--- src/rtl/ysyx_23060240_wb_pkg.sv ---
// Shared encodings for the write-back unit: result-select codes, FSM states, default reset PC.
package ysyx_23060240_wb_pkg;

  localparam logic [1:0] WB_ALU = 2'b00;
  localparam logic [1:0] WB_MEM = 2'b01;
  localparam logic [1:0] WB_PC4 = 2'b10;
  localparam logic [1:0] WB_CSR = 2'b11;

  typedef enum logic [1:0] {
    S_IDLE    = 2'd0,
    S_WB      = 2'd1,
    S_HANDOFF = 2'd2,
    S_HALT    = 2'd3
  } wb_state_e;

  localparam logic [31:0] DEFAULT_RESET_PC = 32'h8000_0000;

endpackage

--- src/rtl/ysyx_23060240_wb_mux.sv ---
// Combinational write-back result select; the link value is pc+4, wrapping modulo 2^32.
module ysyx_23060240_wb_mux
  import ysyx_23060240_wb_pkg::*;
(
  input  logic [1:0]  sel_i,
  input  logic [31:0] pc_i,
  input  logic [31:0] alu_res_i,
  input  logic [31:0] mem_data_i,
  input  logic [31:0] csr_rdata_i,
  output logic [31:0] wdata_o
);

  logic [31:0] pc4;

  assign pc4 = pc_i + 32'd4;

  always_comb begin
    wdata_o = alu_res_i;
    unique case (sel_i)
      WB_ALU:  wdata_o = alu_res_i;
      WB_MEM:  wdata_o = mem_data_i;
      WB_PC4:  wdata_o = pc4;
      WB_CSR:  wdata_o = csr_rdata_i;
      default: wdata_o = alu_res_i;
    endcase
  end

endmodule

--- src/rtl/ysyx_23060240_wbu.sv ---
// Write-back unit: captures one LSU result, writes the register file once, hands dnpc to the IFU.
// Keeps a retired-instruction counter, a sticky halt on ebreak and a sticky protocol-error flag.
module ysyx_23060240_wbu
  import ysyx_23060240_wb_pkg::*;
#(
  parameter logic [31:0] RESET_PC = DEFAULT_RESET_PC,
  parameter int          CNT_W    = 64
) (
  input  logic             clk,
  input  logic             rst,
  input  logic             lsu_valid,
  output logic             lsu_ready,
  input  logic [31:0]      in_pc,
  input  logic [31:0]      in_dnpc,
  input  logic [4:0]       in_rd,
  input  logic             in_rd_wen,
  input  logic [1:0]       in_wb_sel,
  input  logic [31:0]      in_alu_res,
  input  logic [31:0]      in_mem_data,
  input  logic [31:0]      in_csr_rdata,
  input  logic             in_ebreak,
  output logic             rf_wen,
  output logic [4:0]       rf_waddr,
  output logic [31:0]      rf_wdata,
  output logic             ifu_valid,
  input  logic             ifu_ready,
  output logic [31:0]      next_pc,
  output logic [CNT_W-1:0] retired,
  output logic             halt,
  output logic             proto_err
);

  wb_state_e        state_q;
  logic             rf_wen_q;
  logic [4:0]       rf_waddr_q;
  logic [31:0]      rf_wdata_q;
  logic [31:0]      dnpc_q;
  logic             ebreak_q;
  logic [31:0]      next_pc_q;
  logic [CNT_W-1:0] retired_q;
  logic             halt_q;
  logic             proto_err_q;
  logic [31:0]      wdata_d;

  ysyx_23060240_wb_mux u_mux (
    .sel_i       (in_wb_sel),
    .pc_i        (in_pc),
    .alu_res_i   (in_alu_res),
    .mem_data_i  (in_mem_data),
    .csr_rdata_i (in_csr_rdata),
    .wdata_o     (wdata_d)
  );

  always_ff @(posedge clk) begin
    if (rst) begin
      state_q     <= S_IDLE;
      rf_wen_q    <= 1'b0;
      rf_waddr_q  <= 5'd0;
      rf_wdata_q  <= 32'd0;
      dnpc_q      <= RESET_PC;
      ebreak_q    <= 1'b0;
      next_pc_q   <= RESET_PC;
      retired_q   <= '0;
      halt_q      <= 1'b0;
      proto_err_q <= 1'b0;
    end else begin
      rf_wen_q <= 1'b0;
      if (lsu_valid && (state_q != S_IDLE)) begin
        proto_err_q <= 1'b1;
      end
      case (state_q)
        S_IDLE: begin
          if (lsu_valid) begin
            // rf_wen is registered here so it is high for exactly the WB cycle
            rf_wen_q   <= in_rd_wen && (in_rd != 5'd0);
            rf_waddr_q <= in_rd;
            rf_wdata_q <= wdata_d;
            dnpc_q     <= in_dnpc;
            ebreak_q   <= in_ebreak;
            state_q    <= S_WB;
          end
        end
        S_WB: begin
          // next_pc only moves on entry to HANDOFF so it holds the last handed-off PC elsewhere
          next_pc_q <= dnpc_q;
          state_q   <= S_HANDOFF;
        end
        S_HANDOFF: begin
          if (ifu_ready) begin
            retired_q <= retired_q + CNT_W'(1);
            if (ebreak_q) begin
              halt_q  <= 1'b1;
              state_q <= S_HALT;
            end else begin
              state_q <= S_IDLE;
            end
          end
        end
        S_HALT: begin
          state_q <= S_HALT;
        end
        default: begin
          state_q <= S_IDLE;
        end
      endcase
    end
  end

  assign lsu_ready = (state_q == S_IDLE);
  assign ifu_valid = (state_q == S_HANDOFF);
  assign rf_wen    = rf_wen_q;
  assign rf_waddr  = rf_waddr_q;
  assign rf_wdata  = rf_wdata_q;
  assign next_pc   = next_pc_q;
  assign retired   = retired_q;
  assign halt      = halt_q;
  assign proto_err = proto_err_q;

endmodule

--- config.mk ---
export PLATFORM = sky130hd
export DESIGN_NAME = ysyx_23060240_wbu
export DESIGN_NICKNAME = d
export VERILOG_FILES = /design/src/rtl/ysyx_23060240_wb_pkg.sv /design/src/rtl/ysyx_23060240_wb_mux.sv /design/src/rtl/ysyx_23060240_wbu.sv
export SDC_FILE = /design/constraint.sdc
export NUM_CORES = 1
export LEC_CHECK = 0
export ABC_AREA = 0
export CORE_MARGIN = 5
export CORE_UTILIZATION = 30
export CTS_CLUSTER_DIAMETER = 60
export DETAILED_ROUTE_END_ITERATION = 8
export HOLD_SLACK_MARGIN = 0.12
export PLACE_DENSITY = 0.61
export SYNTH_ARGS = -nofsm -noshare
export SYNTH_HDL_FRONTEND = slang
export SYNTH_SLANG_ARGS = --single-unit
export TNS_END_PERCENT = 10
--- constraint.sdc ---
create_clock -name clk -period 2.19 [get_ports clk]
set_input_delay 0.438 -clock clk [delete_from_list [all_inputs] [get_ports clk]]
set_output_delay 0.438 -clock clk [all_outputs]
set_load 0.05 [all_outputs]
==> results.cfg, run 1 <==
[finish]
n_antenna_cell = 0
fin_area_mm2 = 0.0130
drive_above_1_share_pct = 16.6
nets = 1557
syn_to_final_growth_pct = 62.2
final_cells = 1730
finish.utilization_pct = 49.6

[clock_tree]
root_buffer = clkbuf_16
cts-buffers-inserted = 17
cts_hold_buf = 0
clkTransAtPathRegs_ns = 0.08
cts_tree = yes
cts.sinks = 171
cts_max_path_buffers = 2
clock_latency_ns = 0.43
h-tree-depth = 4

[place]
placed_cell_area_mm2 = 0.0123
dp_hpwl_um = 21900
post-place-ws_ns = -0.448
io_buffers = 310
gp_congestion = 0.878
placed_cells = 1697

[routing]
met2_length_um = 14300
first_pass_iters = 4
drtIter0Drc = 442
avgRoutedWirePerCell_um = 16.6
wl_met1_um = 11600
antenna_left = 0
drcViolationCount = 0
routed.top_layer = met4
via_per_inst = 4.98
num_vias = 8623
wl_um = 28700
met3_length_um = 2160

[synth]
netlist_area_mm2 = 0.00802
synthTopCellsByArea = dfxtp_1 (43%), nand2_1 (9.5%), a21oi_1 (7.6%)
synthArstFlopShare_pct = 0
synth_edf_count = 0
ys_types = 53
yosys.area.top_type_share_pct = 42.7
synthesis.nets = 1173
synthCells = 998
synth_most_common_cell = nand2_1
ys_seq_area_share_pct = 42.7
avgSynthCellArea_um2 = 8.03
synth_ff_type = dfxtp_1
ys_ff_latch = 171
yosysTopAreaCell = dfxtp_1
synth_top_cells_by_count = nand2_1 (203), dfxtp_1 (171), a21oi_1 (121)
ys_warn_count = 0

[sta]
clock_skew_ns = 0.0158
final-max-slew-violation-count = 0
hold_viol = 0
fin_tns_setup_ns = 0
relSlewSlack_pct = 56.3
period_share_pct = 97.5
fin_crit_ns = 2.14
worst_slack_ns = 0.0542
setup_viol = 0
max_freq_mhz = 468
holdWs_ns = 0.350
worstMarginPinSlew_ns = 0.656
rsz0062_at_grt = yes

[pwr]
peakVddDrop_v = 0.000412
p_total_mw = 7.84
p_leak_nw = 5.04
power_density_mw_per_mm2 = 603

[global_route]
grt_pass1_vias = 8604
grt_max_degree = 138
antenna_found_initial = 0
track_usage_pct = 18.5
grt_first_pass_wirelength_um = 45400
grt_overflow = 0

[run_status]
outcome = finished clean

[run]
cap_violations = 0

[critical_path]
required_ns = 2.55
crit_path_start_kind = register
path_class = register to register
arrival_ns = 2.49
crit_path_end_kind = register
cp_max_fo = 14

[floorplan]
core_area_mm2 = 0.0262
die_x_um = 173
initial_core_util_pct = 30.6
die-area_mm2 = 0.0301
io-pin-count = 311
die_h_um = 173
placementRows = 59

[worst_hold_path]
hp-class = primary input to register
-- layer usage --
layer,vias up,GRT usage [%]
met2,258,33.2
met3,33,5.76
met1,4010,21.0
met5,-,0
li1,4322,-
met4,0,6.02
-- layout by cell type, fill, tap and decap left out, types with 19 or more instances in the layout --
master	instances
a21oi_1	121
buf_4	120
clkdlybuf4s50_1	281
dfxtp_1	142
dfxtp_2	27
dlymetal6s2s_1	20
inv_1	19
mux2_2	20
nand2_1	203
nand3_1	28
nand4_1	30
nor2_1	56
o21ai_0	50
or3_1	31
xor2_1	25
-- final timing paths --
| kind | startpoint | end | slack (ns) | depth (start not counted) |
|---|---|---|---|---|
| max | retired[17] | retired[44] | 0.05 | 7 |
| min | rst | rf_waddr[0] | 0.35 | 2 |
| max reg2reg | retired[17] | retired[44] | 0.05 | 7 |
| min reg2reg | dnpc_q[6] | next_pc[6] | 0.45 | 2 |
-- state kept, by name (all words and copies together), names as in the netlist, 2 cells and up --
name and flops:
next_pc 32, rf_wdata 32, state_q 2, rf_waddr 5, retired 64, dnpc_q 32
-- report_power, final --
group          internal (mW)  leakage [nW]  total [mW]  switching [mW]
logic                  0.663          3.34        1.43           0.769
clock network           1.57         0.295        3.12            1.55
registers               3.23          1.41        3.29          0.0645
total                   5.46          5.04        7.84            2.38
-- cells by family after synthesis --
kind of cell | synth area share (%)
AND/OR/NAND/NOR | 26.4
AO/OA/AOI/OAI | 17.3
flip-flops | 42.7
buffers and inverters | 4.01
XOR/XNOR | 4.37
multiplexers | 4.84
adder cells (fa/ha/maj) | 0.312
-- worst max-delay path, stage by stage (launching register included) --
cell,delay [ns]
dfxtp_2,0.37
nand4_1,0.22
nor4_4,0.41
buf_4,0.18
nand3_1,0.06
buf_4,0.19
or4_1,0.48
a21oi_1,0.16
-- timing repair --
action / 4_1_cts / 5_1_grt
pin swaps: 0 / 5
gates resized for setup: 1 / 27
endpoints found under the hold margin: 0 / 0
setup endpoints to repair: 1 / 33
setup buffers: 0 / 1
-- final cells by class --
type | count | area, um^2
Sequential cell | 171 | 3460
Tap cell | 335 | 419
Inverter | 19 | 71.3
Multi-Input combinational cell | 743 | 4330
Clock buffer | 17 | 425
Fill cell | 2509 | 13200
Timing Repair Buffer | 430 | 4100
Clock inverter | 15 | 190
(Power assumes the default switching activity.)
==> run 2, diff against run 1 <==
Settings changed: CORE_UTILIZATION 30 to 40, PLACE_DENSITY 0.61 to 0.77.
==> run 2 against run 1 <==
  * Flip-flop and latch count did not move
  * Largest cell class unchanged
  * Clock power fell by 5%
  * Critical path type is now register to output pin
  * Sequential share of layout area rose by 0.59 points
  * Sequential power barely moved
  * Die area fell by 24%
  * Fmax rose by 0.22%
  * Worst setup slack improved by 0.0047 ns
==> results.cfg, run 2 (synthesized netlist as in run 1, its figures left out) <==
[sta]
worst_slack_ns = 0.0589
hold_viol = 0
fin_crit_ns = 2.13
max_freq_mhz = 469
period_share_pct = 97.3
rsz0062_at_grt = yes
worstMarginPinSlew_ns = 0.602
relSlewSlack_pct = 59.7
setup_viol = 0
final-max-slew-violation-count = 0
clock_skew_ns = 0.0110

[routing]
via_per_inst = 5.35
drcViolationCount = 0
num_vias = 8802
first_pass_iters = 6
drtIter0Drc = 367
avgRoutedWirePerCell_um = 17.4
antenna_left = 0
wl_um = 28600

[global_route]
track_usage_pct = 24.4
antenna_found_initial = 0
grt_overflow = 0
grt_max_degree = 49
grt_first_pass_wirelength_um = 44200
grt_pass1_vias = 8602

[run]
cap_violations = 0

[finish]
nets = 1541
drive_above_1_share_pct = 15.9
syn_to_final_growth_pct = 58.7
n_antenna_cell = 0
nFillCells = 1655
final_common_cell = clkdlybuf4s50_1
largest_register_ffs = 64
mostFrequentLayoutCells = clkdlybuf4s50_1 (293), nand2_1 (203), dfxtp_1 (142)
fin_area_mm2 = 0.0127

[pwr]
p_leak_nw = 4.68
peakVddDrop_v = 0.000468
power_density_mw_per_mm2 = 605

[floorplan]
die_x_um = 152
io-pin-count = 311
initial_core_util_pct = 40.9
die-area_mm2 = 0.0230
placementRows = 51
core_area_mm2 = 0.0196
die_h_um = 152

[critical_path]
arrival_ns = 1.69
required_ns = 1.75
crit_path_end_kind = output pin
path_class = register to output pin
cp_max_fo = 6
crit_path_start_kind = register

[clock_tree]
cts.sinks = 171
clock_latency_ns = 0.42
cts_tree = yes
clkTransAtPathRegs_ns = 0.07
cts_max_path_buffers = 2
cts-buffers-inserted = 17
h-tree-depth = 4
cts_hold_buf = 0
root_buffer = clkbuf_16

[place]
dp_hpwl_um = 22300
io_buffers = 310
placed_cell_area_mm2 = 0.0121
post-place-ws_ns = -0.430
gp_congestion = 0.902

[run_status]
outcome = finished clean

[worst_hold_path]
hp-class = primary input to register
run 2: cell count changes in the layout (fill, tap and decap cells not counted), moves of 3 or more:
cell | before | now
clkdlybuf4s50_1 | 281 | 293
clkinv_8 | 5 | 0
dlymetal6s2s_1 | 20 | 6
clkinv_2 | 0 | 3
buf_4 | 120 | 108
run 2: path summary, 6_finish.rpt:
kind                            depth (start not counted)           to  slack [ns]        start
worst min register to register                          2  next_pc[16]        0.45   dnpc_q[16]
worst max-delay path                                    2  retired[10]        0.06  retired[10]
worst max register to register                          6  retired[61]        0.11  retired[25]
worst min-delay path                                    2   next_pc[2]        0.38          rst
run 2: final cells by class:
cell class / instances / area [um^2] / area share, %
clock inverters: 12 / 113 / 0.885
clock buffers: 20 / 457 / 3.59
inverters: 19 / 71.3 / 0.561
well taps: 265 / 332 / 2.61
repair buffers: 414 / 3940 / 31.0
multi-input cells: 743 / 4340 / 34.1
flip-flops and latches: 171 / 3460 / 27.2
run 2: worst max-delay path, stage by stage, from the launching register on:
cell             delay [ns]
dfxtp_2                0.33
buf_4                  0.14
clkdlybuf4s50_1        0.81
run 2: timing repair:
action                     in CTS  in global routing
setup buffers                   2                  0
resized for setup               0                 12
hold endpoints to repair        0                  0
setup endpoints to repair       2                 13
pin swaps                       1                  2
run 2: metrics by stage:
stage          cells  TNS, ns  total power, mW  util [%]  hold slack, ns
6_report        1644        0             7.70      64.9           0.384
3_3_place_gp    1610    -7.33             4.79      61.7           0.434
2_1_floorplan    998  -0.0317             4.05         -           0.432
3_5_place_dp    1610   -11.40             4.81      61.7           0.441
4_1_cts         1644        0             7.75      64.6           0.373
5_1_grt         1644  -0.0372             7.98      64.9           0.391
run 2: power breakdown:
| group | total (mW) | switching, mW | internal [mW] |
|---|---|---|---|
| clock | 2.96 | 1.32 | 1.64 |
| combinational | 1.44 | 0.772 | 0.669 |
| sequential | 3.30 | 0.0679 | 3.23 |
| total | 7.70 | 2.16 | 5.54 |
run 2: metal layers:
layer	up-vias	GRT usage [%]	wire (um)
met3	63	6.60	2450
met1	4115	27.6	11100
met2	332	43.1	13900
met5	-	0	0
li1	4292	-	-
met4	0	10.4	1130
==> run 3, diff against run 2 <==
Settings changed: GPL_TIMING_DRIVEN from default to 0.
==> run 3 against run 2 <==
  * The run now ends with setup timing left
  * Utilization down 1.0 points
  * Largest cell class unchanged
  * Combinational power down 3%
  * Clock-buffer cell count unchanged
  * Clock skew down 0.0031 ns
  * Cell area down 1.6%
  * Worst setup slack worse by 0.12 ns
  * Worst hold slack gained 0.060 ns
  * Sequential share of layout area increased by 0.45 points
  * Flip-flop and latch count did not move
==> results.cfg, run 3 (synthesized netlist as in run 1, its figures left out) <==
[pwr]
switching_share_pct = 27.4
p_leak_nw = 4.52
comb_power_share_pct = 18.0
power.share.clock_pct = 39.3
peakVddDrop_v = 0.000523
intPower_mw = 5.60
pwr-share-seq_pct = 42.8
p_switching_mw = 2.11
power_density_mw_per_mm2 = 616
p_total_mw = 7.71

[routing]
num_vias = 8872
first_pass_iters = 5
via_per_inst = 5.46
avgRoutedWirePerCell_um = 18.9
wl_um = 30700
drcViolationCount = 0
antenna_left = 0
drtIter0Drc = 595

[run_status]
violations = setup timing
outcome = finished, violations left

[critical_path]
critPathMaxStageDelay_ns = 0.66
timing.rr.end = retired[48]
path_buf_inv = 0
arrival_ns = 2.60
crit_path_start_kind = register
cp_max_fo = 5
r2r-start = retired[1]
crit_path_end_kind = register
r2r_slack_ns = -0.06
path_class = register to register
cp_cell_sequence = ha_4 -> nand4b_1 -> or4_1 -> nor4_4 -> or4b_1 -> a21oi_1
cp_slowest_cell = or4_1
required_ns = 2.54
critPathTopFamily = simple AND/OR/NAND/NOR gates
worstRegToRegCells = 6

[floorplan]
core_area_mm2 = 0.0196
io-pin-count = 311
initial_core_util_pct = 40.9
die_h_um = 152
die-area_mm2 = 0.0230
placementRows = 51
die_x_um = 152

[worst_hold_path]
hp-class = register to register
hold_depth = 2
hold_end = proto_err
hp-start = proto_err

[global_route]
grt_pass1_vias = 8713
track_usage_pct = 25.9
grt_max_degree = 17
grt_overflow = 0
antenna_found_initial = 2
grt_first_pass_wirelength_um = 46400

[run]
cap_violations = 0

[finish]
mostFrequentLayoutCells = clkdlybuf4s50_1 (286), nand2_1 (203), dfxtp_1 (141)
finish.utilization_pct = 63.9
final_common_cell = clkdlybuf4s50_1
largest_register_ffs = 64
drive_above_1_share_pct = 12.0
syn_to_final_growth_pct = 56.1
nets = 1522

[place]
post-place-ws_ns = -1.08
gp_congestion = 0.899
io_buffers = 307
dp_hpwl_um = 23200

[clock_tree]
cts.sinks = 171
root_buffer = clkbuf_16
clkTransAtPathRegs_ns = 0.07
h-tree-depth = 4
cts_tree = yes
cts_max_path_buffers = 2
clock_latency_ns = 0.42
cts-buffers-inserted = 17

[sta]
worstMarginPinSlew_ns = 0.817
fin_tns_setup_ns = -0.150
worst_slack_ns = -0.0605
rsz0062_at_grt = yes
fin_crit_ns = 2.25
clock_skew_ns = 0.00795
final-max-slew-violation-count = 0
hold_viol = 0
max_freq_mhz = 444
relSlewSlack_pct = 45.1
setup_viol = 3
period_share_pct = 103
## run 3: what timing repair did
item | 4_1_cts | 5_1_grt
endpoints found under the setup margin | 114 | 98
gates resized for setup | 46 | 58
hold buffers | 0 | 0
pin swaps | 8 | 15
setup buffers | 10 | 15
## run 3: cell type report
class                      instances  area [um^2]
timing repair buffer             332         3300
inverter                          19         71.3
fill                            1659         7080
multi-input combinational        743         4450
clock buffer                      20          468
buffer                            63          313
sequential                       171         3470
clock inverter                     9          113
tap                              265          332
antenna                            2         5.00
## run 3: how the worst max path moves through the flow
stage / start / to / slack [ns] / cells after the start
finish: retired[1] / retired[48] / -0.06 / 6
global route: retired[0] / retired[32] / -0.17 / 6
CTS: in_pc[8] / rf_wdata[25] / -0.09 / 7
detailed placement: ifu_ready / retired[44] / -1.08 / 7
global placement: ifu_ready / retired[40] / -1.11 / 6
floorplan: retired[1] / retired[48] / -0.01 / 6
## run 3: worst register-to-register path: stages, from the launching register on
cell      delay [ns]
dfxtp_4         0.38
ha_4            0.13
nand4b_1        0.18
or4_1           0.66
nor4_4          0.25
or4b_1          0.47
a21oi_1         0.12
## run 3: through the flow
step	cells	instance area [um^2]	hold WS [ns]
6_report	1624	12500	0.444
5_1_grt	1624	12500	0.466
4_1_cts	1609	12300	0.447
3_5_place_dp	1570	11500	0.438
3_3_place_gp	1570	11500	0.432
2_1_floorplan	998	8070	0.432
## run 3: layer usage
| metal | global-route usage, % | vias up | part of all wire [%] |
|---|---|---|---|
| met5 | 0 | - | 0 |
| met4 | 8.58 | 0 | 2.9 |
| met3 | 6.72 | 59 | 8.9 |
| met2 | 46.2 | 388 | 50 |
| met1 | 30.3 | 4177 | 38 |
| li1 | - | 4248 | - |
## run 3: power by group through the flow
stage | Combinational (mW) | Sequential [mW] | Clock (mW)
2_1_floorplan | 0.433 | 3.62 | 0
3_3_place_gp | 1.36 | 3.36 | 0
3_5_place_dp | 1.37 | 3.37 | 0
4_1_cts | 1.38 | 3.30 | 3.06
5_1_grt | 1.48 | 3.31 | 3.19
6_report | 1.39 | 3.30 | 3.03
==> RTL change 1 (config.mk and constraints of run 1) <==
Change the parameter `CNT_W` from 64 to 128.
--- a/src/rtl/ysyx_23060240_wbu.sv
+++ b/src/rtl/ysyx_23060240_wbu.sv
@@ -4,7 +4,7 @@
   import ysyx_23060240_wb_pkg::*;
 #(
   parameter logic [31:0] RESET_PC = DEFAULT_RESET_PC,
-  parameter int          CNT_W    = 64
+  parameter int          CNT_W    = 128
 ) (
   input  logic             clk,
   input  logic             rst,
Interface: changed (resized retired); port bits go from 311 to 375. The function was not compared with the original's and may differ.
==> RTL change 1 against run 1 <==
  * The run now ends with setup timing left
  * Area after synthesis up 45%
  * Total power up 39%
  * Non-clock buffer count up 273
  * Sequential share of layout area down 1.8 points
  * Routed wire length up 70%
  * Final area up 53%
  * Sequential cell count up 64
  * Setup slack worse by 0.20 ns
  * Hold slack worse by 0.16 ns
  * Global-route usage up 3.5 points
  * Sequential power up 34%
  * Critical path type unchanged
  * Largest cell class unchanged
==> RTL change 1: results (changes against run 1) <==
Status -> finished with violations
Failing checks -> setup timing
Post-Synth XOR/XNOR Area -> 9.36% (+5.0 points)
Hold Vio Cnt, Final -> 0 (unchanged)
Nets -> 2,281 (+46%)
CP arrival -> 2.86 ns (+0.37 ns)
H-tree depth -> 1 (-3)
Switch Pwr -> 2.93 mW (+23%)
Initial drt markers -> 634 (+43%)
First-pass DRT Iterations -> 5 (+1)
DR vias/cell -> 4.98 (about the same)
CTS clock-pin slew for the worst setup and hold paths -> 0.06 ns (-0.02 ns)
P_leak -> 8.28 nW (+64%)
Num CTS Buffers -> 31 (+14)
Adder-cell share of the synthesized area -> 0.216% (-0.097 points)
Largest net degree at the start of global routing -> 87 (-37%)
GP Congestion -> 0.887 (+0.97%)
Routed WL -> 48.9 mm (+70%)
CP Max Fanout -> 10 (-4)
Setup TNS -> -1.26 ns (-1.26 ns)
Critical Path Max Stage Delay -> 0.65 ns (+0.17 ns)
Vias in the first global route -> 13,300 (+55%)
Compound-Gate Fraction of Synth Area -> 9.39% (-8.0 points)
DP Wirelength -> 38.9 mm (+77%)
Final Skew -> 0.0298 ns (+0.0140 ns)
Post-synth cell types -> 57 (+7.5%)
Yosys warns -> 0 (unchanged)
Root buffer cell -> clkbuf_16
Slew HR -> 61.2% (+4.9 points)
First-pass GRT wire length -> 74.3 mm (+64%)
Register area share after synthesis -> 40.5% (-2.2 points)
Bufs on Longest Clock Path -> 3 (+1)
CP max stage cell -> or4_4
Layout cells sized above 1 -> 30.7% (+14 points)
Top cells by count, synth -> 249 x nand2_1, 235 x dfxtp_1, 168 x nor2_1
Synth area leaders -> dfxtp_1 41%, nand2_1 8.1%, nor2_1 5.4%
Area post-placement -> 0.0184 mm2 (+50%)
Worst Slack Setup Final -> -0.142 ns (-0.197 ns)
Input/output buffers -> 374 (+21%)
Clock Latency Late Sink -> 0.59 ns (+0.16 ns)
Asr flop ratio synth -> 0% (unchanged)
Hold Path Class -> input port to flop
Peak supply drop -> 0.587 mV (+42%)
Family with the most delay on the worst path -> simple AND/OR/NAND/NOR gates
Number of inserted diodes -> 0 (unchanged)
Number of flip-flops under the largest register name -> 128 (+100%)
Area Growth Syn to Fin -> 71.0%
Post-synthesis mux area share -> 4.13% (-0.71 points)
Mapped Nets -> 1,620 (+38%)
GRT Overall Usage -> 22.0% (+3.5 points)
Setup Viol. Count Final -> 24 (+24)
Initial antenna violation count -> 0 (unchanged)
RTL change 1: changes by cell type in the layout (fill, tap and decap cells not counted), moves of 26 or more:
| cell | delta |
|---|---|
| buf_4 | +230 |
| clkdlybuf4s50_1 | -109 |
| dfxtp_4 | +46 |
| dlygate4sd2_1 | +145 |
| nand2_1 | +44 |
| nand3_1 | +26 |
| nand4_1 | +38 |
| nor2_1 | +110 |
| xnor2_1 | +49 |
| xor2_1 | +35 |
RTL change 1: worst reg2reg max path: stages (launching register included):
cell     delay, ns
dfxtp_4       0.36
nand4_4       0.10
or4_4         0.65
nor4_4        0.41
nand2_1       0.13
or4_4         0.50
a21oi_2       0.14
RTL change 1: cell families (layout without fill, tap and decap cells):
kind of cell | after synthesis | count (layout)
xor gates and xnor gates | 124 | 124
DFF | 235 | 235
buffers and inverters | 98 | 784
and+or+nand+nor | 757 | 757
AOI/OAI and AO/OA | 195 | 195
adders and majority gates | 2 | 2
muxes | 34 | 34
RTL change 1: path summary, 6_finish.rpt:
check                            startpoint            to  slack, ns  cells past startpoint
worst max register to register  retired[52]  retired[127]      -0.14                      6
worst max-delay path            retired[52]  retired[127]      -0.14                      6
worst min-delay path                    rst   retired[19]       0.19                      2
worst min register to register  next_pc[20]   next_pc[20]       0.45                      2
RTL change 1: power by group through the flow:
stage | Clock (mW) | Combinational (mW) | Sequential (mW)
after floorplan | 0 | 0.441 | 4.75
after global placement | 0 | 1.49 | 4.49
after detailed placement | 0 | 1.50 | 4.50
after CTS | 5.16 | 1.48 | 4.40
after global routing | 5.36 | 1.56 | 4.41
final | 5.03 | 1.46 | 4.40
RTL change 1: what timing repair did:
item                                   in CTS  in global routing
gates resized for setup                   188                 72
endpoints found under the hold margin       0                  0
pin swaps                                  21                 34
hold buffers                                0                  0
buffers inserted                            6                  9
setup endpoints to repair                 199                 90
RTL change 1: final cells by class:
cell class / instances / area, um2
flip-flops and latches: 235 / 4940
well taps: 518 / 648
inverters: 23 / 86.3
multi-input cells: 1112 / 7040
repair buffers: 703 / 6100
clock inverters: 16 / 156
fillers: 3727 / 18600
clock buffers: 42 / 878
RTL change 1: metrics by stage:
step                std cells  total power, mW  setup slack (ns)
global placement         2578             5.98            -0.697
finish                   2649             10.9            -0.142
detailed placement       2578             5.99            -0.753
CTS                      2642             11.0            -0.183
global route             2649             11.3            -0.224
floorplan                1445             5.19            -0.344
RTL change 1: routing by layer:
metal	track usage, %	routed length (um)
met1	25.6	18700
met2	40.5	25100
met3	5.62	4060
met4	5.04	1000
met5	0	0
==> RTL change 2 (config.mk and constraints of run 1) <==
Made on the original files. Put one more register stage on the output `retired`, with the module's reset. The value now appears one clock later. The other outputs are not delayed to match.
--- a/src/rtl/ysyx_23060240_wbu.sv
+++ b/src/rtl/ysyx_23060240_wbu.sv
@@ -112,7 +112,13 @@
   assign rf_waddr  = rf_waddr_q;
   assign rf_wdata  = rf_wdata_q;
   assign next_pc   = next_pc_q;
-  assign retired   = retired_q;
+  always_ff @(posedge clk) begin
+    if (rst) begin
+      retired <= '0;
+    end else begin
+      retired <= retired_q;
+    end
+  end
   assign halt      = halt_q;
   assign proto_err = proto_err_q;
 
Formal check against the unedited RTL: not equivalent (a bounded check fails within 4 cycles, from zero or initial values and one cycle with rst high).
==> RTL change 2 against run 1 <==
  * Total power grew 37%
  * Utilization decreased by 2.8 points
  * Area after synthesis rose by 23%
  * Sequential power up 36%
  * Final area rose by 17%
  * Fmax is 0.33% lower
  * Setup slack worse by 0.0071 ns
  * Sequential cell count is 64 higher
  * Clock power increased by 54%
  * Routed wire length increased by 11%
  * Combinational power up 5%
  * Non-clock buffer count decreased by 1
  * First-iteration DRC count down 10%
==> RTL change 2: results (changes against run 1) <==
P_leak -> 6.00 nW (+19%)
Met3 Track Usage GR -> 4.49% (-1.3 points)
Status -> completed
Layout cells sized above 1 -> 14.1% (-2.5 points)
Met1 usage -> 20.4% (-0.55 points)
GRT Overall Usage -> 16.7% (-1.8 points)
Gate Count Post-Synth -> 1,146 (+15%)
Met3 WL -> 2.15 mm (-0.79%)
Slew HR -> 61.2% (+5.0 points)
Final Skew -> 0.0149 ns (-0.000838 ns)
Num CTS Buffers -> 29 (+12)
Routed wire per std cell -> 15.9 um (-4.1%)
Mapped Nets -> 1,321 (+13%)
Met2 WL -> 15.4 mm (+7.9%)
Hold Slack -> 0.275 ns (-0.0756 ns)
Clk pwr share -> 44.6% (+4.8 points)
Vias in the first global route -> 9,438 (+9.7%)
Area post-placement -> 0.0142 mm2 (+15%)
Synth area leaders -> dfxtp_1 48%, nand2_1 7.9%, a21oi_1 6.0%
Fin crit period -> 2.14 ns (+0.00711 ns)
DP Wirelength -> 24.2 mm (+10%)
Initial drt markers -> 398 (-10%)
Peak supply drop -> 0.575 mV (+39%)
Family with the most delay on the worst path -> buffers and inverters
Pwr Density -> 710 mW/mm2 (+18%)
Register area share after synthesis -> 47.8% (+5.1 points)
CP arrival -> 1.70 ns (-0.79 ns)
GP Congestion -> 0.839 (-4.4%)
H-tree depth -> 1 (-3)
Met1 Wirelength -> 13.4 mm (+15%)
Cell Int Power -> 7.97 mW (+46%)
R2R depth -> 6 (-1)
Nets -> 1,710 (+9.8%)
Pre-CTS setup slack -> -0.348 ns (+0.0996 ns)
Comb power -> 1.50 mW (+5%)
CP Max Fanout -> 1 (-13)
CTS clock-pin slew for the worst setup and hold paths -> 0.06 ns (-0.02 ns)
Critical path destination -> retired[1]
First-pass GRT wire length -> 49.9 mm (+9.8%)
Highest metal used -> met5
Critical Path Max Stage Delay -> 0.82 ns (+0.34 ns)
CP max stage cell -> clkdlybuf4s50_1
Post-synth cell types -> 54 (+1.9%)
[RTL change 2: cell types whose count changed after synthesis, moves of 9 or more]
cell and delta:
o21ai_0 -16, dfxtp_1 +64, nor2b_1 +62, nor2_1 +22
o221ai_1 -9, nand3_1 +11, or3_1 -12
[RTL change 2: cell type report]
type                       instances  area (um2)  area share [%]
clock inverter                    12         154            1.01
inverter                          12        45.0           0.297
timing repair buffer             429        4050            26.7
clock buffer                      39         823            5.42
sequential                       235        4700            31.0
tap                              442         553            3.64
multi-input combinational        828        4850            32.0
[RTL change 2: logic make-up (layout without fill, tap and decap cells)]
| group | count (synthesis) | count (layout) | share of synthesized area [%] |
|---|---|---|---|
| AND/OR/NAND/NOR | 536 | 536 | 27.6 |
| flip-flops | 235 | 235 | 47.8 |
| AO/OA/AOI/OAI | 209 | 209 | 12.3 |
| buffers and inverters | 83 | 492 | 3.25 |
| XOR/XNOR | 50 | 50 | 4.45 |
| multiplexers | 31 | 31 | 4.28 |
| adder cells (fa/ha/maj) | 2 | 2 | 0.254 |
